$ cat src/rtl/alu_share_arbiter_if.sv
// Bundle of requester handshakes, the ALU operand/result bus and the shared
// response/status lines of the ALU share arbiter.
interface alu_share_arbiter_if #(
  parameter int DATA_WIDTH = 32,
  parameter int OP_WIDTH   = 26,
  parameter int CNT_WIDTH  = 16
);
  logic                  req0_valid, req1_valid;
  logic                  req0_ready, req1_ready;
  logic [DATA_WIDTH-1:0] req0_a, req0_b, req1_a, req1_b;
  logic [OP_WIDTH-1:0]   req0_op, req1_op;
  logic [DATA_WIDTH-1:0] alu_a, alu_b;
  logic [OP_WIDTH-1:0]   alu_op;
  logic [DATA_WIDTH-1:0] alu_result;
  logic                  rsp0_valid, rsp1_valid;
  logic                  rsp0_ready, rsp1_ready;
  logic [DATA_WIDTH-1:0] rsp_result;
  logic                  rsp_err;
  logic [CNT_WIDTH-1:0]  issue_count;

  // Requesters plus the ALU itself.
  modport master (
    output req0_valid, req1_valid, req0_a, req0_b, req1_a, req1_b,
           req0_op, req1_op, rsp0_ready, rsp1_ready, alu_result,
    input  req0_ready, req1_ready, alu_a, alu_b, alu_op,
           rsp0_valid, rsp1_valid, rsp_result, rsp_err, issue_count
  );

  // The arbiter.
  modport slave (
    input  req0_valid, req1_valid, req0_a, req0_b, req1_a, req1_b,
           req0_op, req1_op, rsp0_ready, rsp1_ready, alu_result,
    output req0_ready, req1_ready, alu_a, alu_b, alu_op,
           rsp0_valid, rsp1_valid, rsp_result, rsp_err, issue_count
  );
endinterface

$ cat src/rtl/alu_share_arbiter.sv
// Round-robin front-end sharing one combinational ALU between two requesters:
// accept in IDLE, drive the ALU in EXEC, hold the registered result in RESP.
module alu_share_arbiter #(
  parameter int DATA_WIDTH = 32,
  parameter int OP_WIDTH   = 26,
  parameter int CNT_WIDTH  = 16
) (
  input logic               clk,
  input logic               reset,
  alu_share_arbiter_if.slave bus
);

  typedef enum logic [1:0] {IDLE, EXEC, RESP} state_t;

  state_t                state_q, state_d;
  logic                  prio_q;
  logic                  owner_q;
  logic                  err_q;
  logic [DATA_WIDTH-1:0] a_q, b_q;
  logic [OP_WIDTH-1:0]   op_q;
  logic [DATA_WIDTH-1:0] rsp_result_q;
  logic                  rsp_err_q;
  logic [CNT_WIDTH-1:0]  issue_cnt_q;

  logic                  any_valid;
  logic                  grant;
  logic                  handshake;
  logic                  owner_rsp_ready;
  logic [DATA_WIDTH-1:0] sel_a, sel_b;
  logic [OP_WIDTH-1:0]   sel_op;

  // Computational codes of the ALU; branch compares count as computational.
  function automatic logic op_legal(input logic [OP_WIDTH-1:0] op);
    logic [31:0] op32;
    op32 = 32'(op);
    case (op32)
      32'h0000_0001, 32'h0000_0002, 32'h0000_0006, 32'h0000_0008,
      32'h0000_0010, 32'h0000_0020, 32'h0000_0040, 32'h0000_0080,
      32'h0000_0100, 32'h0000_0200, 32'h0000_0400, 32'h0000_0800,
      32'h0000_1000: op_legal = 1'b1;
      default:       op_legal = 1'b0;
    endcase
  endfunction

  // A lone valid requester wins regardless of prio; prio only breaks ties.
  assign any_valid       = bus.req0_valid | bus.req1_valid;
  assign grant           = (bus.req0_valid && bus.req1_valid) ? prio_q : bus.req1_valid;
  assign handshake       = (state_q == IDLE) && any_valid;
  assign owner_rsp_ready = owner_q ? bus.rsp1_ready : bus.rsp0_ready;
  assign sel_a           = grant ? bus.req1_a  : bus.req0_a;
  assign sel_b           = grant ? bus.req1_b  : bus.req0_b;
  assign sel_op          = grant ? bus.req1_op : bus.req0_op;

  always_ff @(posedge clk or negedge reset) begin
    // NOTE: clocked state uses non-blocking assignments so every register
    // samples pre-edge values, independent of process ordering.
    if (!reset) state_q <= IDLE;
    else        state_q <= state_d;
  end

  always_comb begin
    state_d = state_q;
    unique case (state_q)
      IDLE:    if (any_valid) state_d = EXEC;
      EXEC:    state_d = RESP;
      RESP:    if (owner_rsp_ready) state_d = IDLE;
      default: state_d = IDLE;
    endcase
  end

  always_comb begin
    // NOTE: every output gets a default before the case so no path can
    // leave one unassigned and infer a latch.
    bus.req0_ready = 1'b0;
    bus.req1_ready = 1'b0;
    bus.rsp0_valid = 1'b0;
    bus.rsp1_valid = 1'b0;
    unique case (state_q)
      IDLE: begin
        bus.req0_ready = any_valid && !grant;
        bus.req1_ready = any_valid &&  grant;
      end
      RESP: begin
        bus.rsp0_valid = !owner_q;
        bus.rsp1_valid =  owner_q;
      end
      default: ;
    endcase
  end

  // Operand latch, arbitration pointer, issue counter and result register.
  always_ff @(posedge clk or negedge reset) begin
    if (!reset) begin
      a_q          <= '0;
      b_q          <= '0;
      op_q         <= '0;
      owner_q      <= 1'b0;
      err_q        <= 1'b0;
      prio_q       <= 1'b0;
      issue_cnt_q  <= '0;
      rsp_result_q <= '0;
      rsp_err_q    <= 1'b0;
    end else begin
      if (handshake) begin
        a_q         <= sel_a;
        b_q         <= sel_b;
        op_q        <= sel_op;
        owner_q     <= grant;
        err_q       <= !op_legal(sel_op);
        prio_q      <= !grant;
        issue_cnt_q <= issue_cnt_q + CNT_WIDTH'(1);
      end
      if (state_q == EXEC) begin
        rsp_result_q <= bus.alu_result;
        rsp_err_q    <= err_q;
      end
    end
  end

  // The ALU sees the latched operands continuously; they only change on accept.
  assign bus.alu_a       = a_q;
  assign bus.alu_b       = b_q;
  assign bus.alu_op      = op_q;
  assign bus.rsp_result  = rsp_result_q;
  assign bus.rsp_err     = rsp_err_q;
  assign bus.issue_count = issue_cnt_q;

endmodule

$ cat src/flat_wrapper.sv
// flat-port wrapper written by rule: the top's interface ports become plain ports
module alu_share_arbiter_flat 
#(
  parameter int DATA_WIDTH = 32,
  parameter int OP_WIDTH   = 26,
  parameter int CNT_WIDTH  = 16
)
  (clk, reset, bus_req0_valid, bus_req1_valid, bus_req0_a, bus_req0_b, bus_req1_a, bus_req1_b, bus_req0_op, bus_req1_op, bus_rsp0_ready, bus_rsp1_ready, bus_alu_result, bus_req0_ready, bus_req1_ready, bus_alu_a, bus_alu_b, bus_alu_op, bus_rsp0_valid, bus_rsp1_valid, bus_rsp_result, bus_rsp_err, bus_issue_count);
  alu_share_arbiter_if #(.DATA_WIDTH(DATA_WIDTH), .OP_WIDTH(OP_WIDTH), .CNT_WIDTH(CNT_WIDTH)) bus_i ();
  input logic clk;
  input logic reset;
  input wire logic [$bits(bus_i.req0_valid)-1:0] bus_req0_valid;
  input wire logic [$bits(bus_i.req1_valid)-1:0] bus_req1_valid;
  input wire logic [$bits(bus_i.req0_a)-1:0] bus_req0_a;
  input wire logic [$bits(bus_i.req0_b)-1:0] bus_req0_b;
  input wire logic [$bits(bus_i.req1_a)-1:0] bus_req1_a;
  input wire logic [$bits(bus_i.req1_b)-1:0] bus_req1_b;
  input wire logic [$bits(bus_i.req0_op)-1:0] bus_req0_op;
  input wire logic [$bits(bus_i.req1_op)-1:0] bus_req1_op;
  input wire logic [$bits(bus_i.rsp0_ready)-1:0] bus_rsp0_ready;
  input wire logic [$bits(bus_i.rsp1_ready)-1:0] bus_rsp1_ready;
  input wire logic [$bits(bus_i.alu_result)-1:0] bus_alu_result;
  output wire logic [$bits(bus_i.req0_ready)-1:0] bus_req0_ready;
  output wire logic [$bits(bus_i.req1_ready)-1:0] bus_req1_ready;
  output wire logic [$bits(bus_i.alu_a)-1:0] bus_alu_a;
  output wire logic [$bits(bus_i.alu_b)-1:0] bus_alu_b;
  output wire logic [$bits(bus_i.alu_op)-1:0] bus_alu_op;
  output wire logic [$bits(bus_i.rsp0_valid)-1:0] bus_rsp0_valid;
  output wire logic [$bits(bus_i.rsp1_valid)-1:0] bus_rsp1_valid;
  output wire logic [$bits(bus_i.rsp_result)-1:0] bus_rsp_result;
  output wire logic [$bits(bus_i.rsp_err)-1:0] bus_rsp_err;
  output wire logic [$bits(bus_i.issue_count)-1:0] bus_issue_count;
  assign bus_i.req0_valid = bus_req0_valid;
  assign bus_i.req1_valid = bus_req1_valid;
  assign bus_i.req0_a = bus_req0_a;
  assign bus_i.req0_b = bus_req0_b;
  assign bus_i.req1_a = bus_req1_a;
  assign bus_i.req1_b = bus_req1_b;
  assign bus_i.req0_op = bus_req0_op;
  assign bus_i.req1_op = bus_req1_op;
  assign bus_i.rsp0_ready = bus_rsp0_ready;
  assign bus_i.rsp1_ready = bus_rsp1_ready;
  assign bus_i.alu_result = bus_alu_result;
  assign bus_req0_ready = bus_i.req0_ready;
  assign bus_req1_ready = bus_i.req1_ready;
  assign bus_alu_a = bus_i.alu_a;
  assign bus_alu_b = bus_i.alu_b;
  assign bus_alu_op = bus_i.alu_op;
  assign bus_rsp0_valid = bus_i.rsp0_valid;
  assign bus_rsp1_valid = bus_i.rsp1_valid;
  assign bus_rsp_result = bus_i.rsp_result;
  assign bus_rsp_err = bus_i.rsp_err;
  assign bus_issue_count = bus_i.issue_count;
  alu_share_arbiter #(.DATA_WIDTH(DATA_WIDTH), .OP_WIDTH(OP_WIDTH), .CNT_WIDTH(CNT_WIDTH)) u_core (.clk(clk), .reset(reset), .bus(bus_i));
endmodule
$ cat config.mk
export PLATFORM = sky130hd
export DESIGN_NAME = alu_share_arbiter_flat
export DESIGN_NICKNAME = d
export VERILOG_FILES = /design/src/rtl/alu_share_arbiter_if.sv /design/src/rtl/alu_share_arbiter.sv /design/src/flat_wrapper.sv
export SDC_FILE = /design/constraint.sdc
export NUM_CORES = 1
export LEC_CHECK = 0
export BUFFER_PORTS_ARGS = -buffer_cell sky130_fd_sc_hd__buf_2
export CAP_MARGIN = 15
export CORE_AREA = 2 2 141 143
export CTS_CLUSTER_SIZE = 14
export DETAILED_ROUTE_END_ITERATION = 8
export DIE_AREA = 0 0 143 145
export PLACE_DENSITY = 0.69
export SYNTH_ARGS = -nofsm -noshare
export SYNTH_HDL_FRONTEND = slang
export SYNTH_SLANG_ARGS = --single-unit
$ cat constraint.sdc
create_clock -name clk -period 3.2 [get_ports clk]
set_input_delay 0.16 -clock clk [delete_from_list [all_inputs] [get_ports clk]]
set_output_delay 0.16 -clock clk [all_outputs]
set_load 0.01 [all_outputs]
==> results.txt <==
Using the TritonRoute via totals, the vias-per-cell ratio works out to ~4.8. The remaining design rule violation count came out at 0. The initial cell density of the core is roughly a third. The synthesized design contains 144 register bits. The first global-routing pass estimated between 30000 and 40000 um of wire. The average size of a mapped cell is between 9 and 10 um^2. The standard-cell row count came out at 51.

Setup repair after global routing left no endpoint under its margin. The xor and xnor fraction of the mapped netlist area is about 2.6%. dfrtp_1 takes more of the synthesized area than any other cell. In this run, synthesis inferred 0 flip-flops with an integrated enable.

The pin count of the biggest net entering global routing came out at 75. The max capacitance violation total came out at 0. After Yosys synthesis, and, or, nand and nor cells account for between 10% and 20% of the synthesized area. For the final routed database, the setup TNS stands at 0 ns. The maximum clock rate is 357 MHz. The data arrival time at the worst-slack endpoint came out at 3.10 ns. The number of antenna violations at the first check in global routing is 0. The aggregate global-route resource usage came out at 22.0%. The insertion delay of the later-clocked pin in the worst-skew pair came out at 0.42 ns.

The count of final max-slew check failures came out at 0. The half-perimeter wire length after placement is 14200 um. After layout, the minimum clock period comes to between 2 and 3 ns. The number of different library cells used by synthesis comes to 42. The die width is roughly 140 um. For this run, the leading register cell type out of synthesis is dfrtp_1.

The total power divided by cell area is a little under 900 nW/um^2. The count of inserted antenna diode cells is 0. The final standard cell count with taps included and fillers excluded came out at roughly 1400.

Clock tree synthesis selected as its root buffer the cell clkbuf_16. For this run the aggregate overflow at the end of global routing stands at 0. The number of clock buffers added by TritonCTS is 17.

between 300 and 400 I/O pins were placed. The final routed wire length divided by cell count is 15.9 um. The routed via count came out at 6973.

The die area came out at about 21000 um^2. The warning count from the yosys run came out at 0. The adder and majority gate portion of the synthesized area came out at 0.198%. The path class of the tightest hold or removal check is in2reg. The die is roughly 150 um tall. The number of antenna-violating nets in the routed design came out at 0. The worst pin sits at a relative slew slack of approximately 45%. The netlist area before placement is between 6000 and 7000 um^2. The final-report setup violation count came out at 0.

The area growth from synthesis to final layout is 71.7%. TritonCTS built the clock tree. Port buffering added 360 buffers. The worst setup path is of the reg2reg kind. The total design power is around 9.7 mW. The analysis attributes to cell leakage a power of about 5.4 nW. The portion of synthesized cell area occupied by the leading cell type came out at about 57%.

The share of the synthesized area in compound gates (AO/OA/AOI/OAI) came out at around an eighth. The final hold violation count came to 0. For this block, the initial DRC count from the detailed router was ~380.

At the end of the flow, the number of nets in the layout was 1381. By area the synthesized netlist is led by dfrtp_1 57%, nand2_1 12%, a22oi_1 7.7%, mux2_2 6.4%, a31oi_1 2.6%. The placer congestion estimate is about 0.86.

The depth of the CTS H-tree came out at 4. The dominant combinational cell family by area after synthesis is simple AND/OR/NAND/NOR gates. The maximum clock insertion buffer count came out at 2. Measured against the total synthesized area, the mux share comes to between 6 and 7%. The total routed wirelength came out at roughly 23000 um. STA classifies the critical path startpoint as a register. The maximum fanout along the worst path came out at 37. Of the available clock period, the critical path in the final layout requires 87.6%.

The cell total after placement came out at between 1000 and 1500. The transition time at the pin with the least slew margin is ~0.83 ns. The first-pass iteration count of the detailed router is 5. The maximum VDD drop came out at ~0.00042 V. The post-synth net total came out at ~850. The core box area is 19200 um^2. Counting flops with an async set or reset pin after synthesis yields a share of 100%. The total setup buffers inserted after CTS is 0. The fraction of final layout cells with drive strength greater than 1 is 37.6%.

The CTS clock-pin slew for the worst setup and hold paths is roughly 0.06 ns. The cell count after synthesis came out at between 600 and 700. The flow ran to the end, and the final reports show no timing, DRC or antenna violations.

For the worst setup path, the data required time is 3.49 ns. The sink count of the clock tree came out at approximately 140. The number of global-route vias before repair was between 7000 and 8000. The part of the Yosys area used for sequential elements is between 50% and 60%. The endpoint class of the critical path is a register.

On the final layout, the worst clock skew is around 0.016 ns.
[final cells by class]
type,instances,area [um^2]
Fill cell,1605,8350
Timing Repair Buffer,547,3690
Sequential cell,144,3600
Multi-Input combinational cell,449,2600
Clock buffer,19,443
Tap cell,265,332
Clock inverter,12,183
Inverter,3,11.3
[through the flow]
stage	hold WS, ns	setup WS, ns	area (um^2)	util, %
2_1_floorplan	-0.136	1.44	6320	-
3_3_place_gp	0.216	1.08	8430	43.9
3_5_place_dp	0.224	1.03	8430	43.9
4_1_cts	0.000162	0.460	10900	56.5
5_1_grt	0.00126	0.262	10900	56.5
6_report	0.0161	0.397	10900	56.5
[critical path, stage by stage, from the launching register on]
cell and delay [ns]:
dfrtp_1 0.34, nand2b_1 0.19, and2_1 0.55, buf_4 0.32
nor2_4 0.06, buf_4 0.28, a22oi_1 0.25, nand2_1 0.10
dlygate4sd3_1 0.57
[flip-flops by register name (all words and copies together), names as in the netlist]
name,flops
u_core.bus.alu_a,32
u_core.bus.rsp_result,32
u_core.prio_q,1
u_core.bus.issue_count,16
u_core.state_q,2
u_core.bus.alu_b,32
u_core.bus.rsp_err,1
u_core.bus.alu_op,26
u_core.owner_q,1
u_core.err_q,1
[power by group]
part           internal (mW)  switching [mW]  leakage, nW  total (mW)
combinational           2.27            2.17         3.40        4.43
clock                   1.33           0.791        0.296        2.12
sequential              2.66           0.484         1.73        3.15
total                   6.26            3.44         5.43        9.70
[cells in the mapped netlist, drive strengths merged (4+ instances only)]
master,number
nand4,4
a22oi,65
nor3,6
nor4,6
xnor2,10
o21ai,10
dfrtp,144
a31oi,26
clkbuf,30
nor2,41
mux2,36
nand2b,4
nand2,200
xor2,9
buf,7
[placed cells by master, fill, tap and decap left out, types with 3 or more instances in the layout]
cell type,synthesis,layout
inv_6,0,3
o211ai_1,3,3
nand2b_1,4,3
nor3_1,6,6
buf_4,0,5
xnor2_1,10,10
xor2_1,9,9
dfrtp_1,144,144
nand4_1,4,4
bufinv_16,0,4
a22oi_1,65,65
nor2_1,41,39
mux2_2,36,36
and4_1,3,3
a31oi_1,26,26
clkbuf_16,0,17
dlygate4sd3_1,0,180
nor4_1,6,6
or4_1,3,3
o21ai_0,8,8
nand3_1,3,3
nand2_1,199,199
clkinvlp_4,0,3
buf_2,1,359
[final timing paths]
kind	cells after the start	end	slack, ns	from
max in group asynchronous	3	u_core.bus.alu_a[30]$_DFFE_PN0P_	2.01	reset
hold reg to reg	1	u_core.bus.issue_count[15]$_DFFE_PN0P_	0.48	u_core.bus.issue_count[15]$_DFFE_PN0P_
setup reg to reg	8	u_core.bus.alu_b[10]$_DFFE_PN0P_	0.40	u_core.prio_q$_DFFE_PN0P_
setup / recovery	8	u_core.bus.alu_b[10]$_DFFE_PN0P_	0.40	u_core.prio_q$_DFFE_PN0P_
hold / removal	3	u_core.bus.alu_op[19]$_DFFE_PN0P_	0.02	bus_req1_op[19]
min in group asynchronous	2	u_core.bus.rsp_result[6]$_DFFE_PN0N_	0.33	reset
[routing by layer]
metal / wire [um] / vias up / global-route usage [%]
met4: 840 / 0 / 10.6
met2: 11500 / 343 / 37.8
met3: 1640 / 72 / 5.97
li1: - / 3263 / -
met1: 8990 / 3295 / 24.9
met5: 0 / - / 0
[kinds of logic (layout without fill, tap and decap cells)]
family	count (synthesis)	in the layout
AO/OA/AOI/OAI	115	115
XOR/XNOR	19	19
adder cells (fa/ha/maj)	1	1
buffers and inverters	40	581
flip-flops	144	144
multiplexers	37	37
AND/OR/NAND/NOR	277	277
[repair_timing]
action,in CTS,in global routing
resized for setup,0,0
endpoints found under the hold margin,179,0
hold buffers,180,0
No activity file was read; power rests on OpenSTA's default activity.
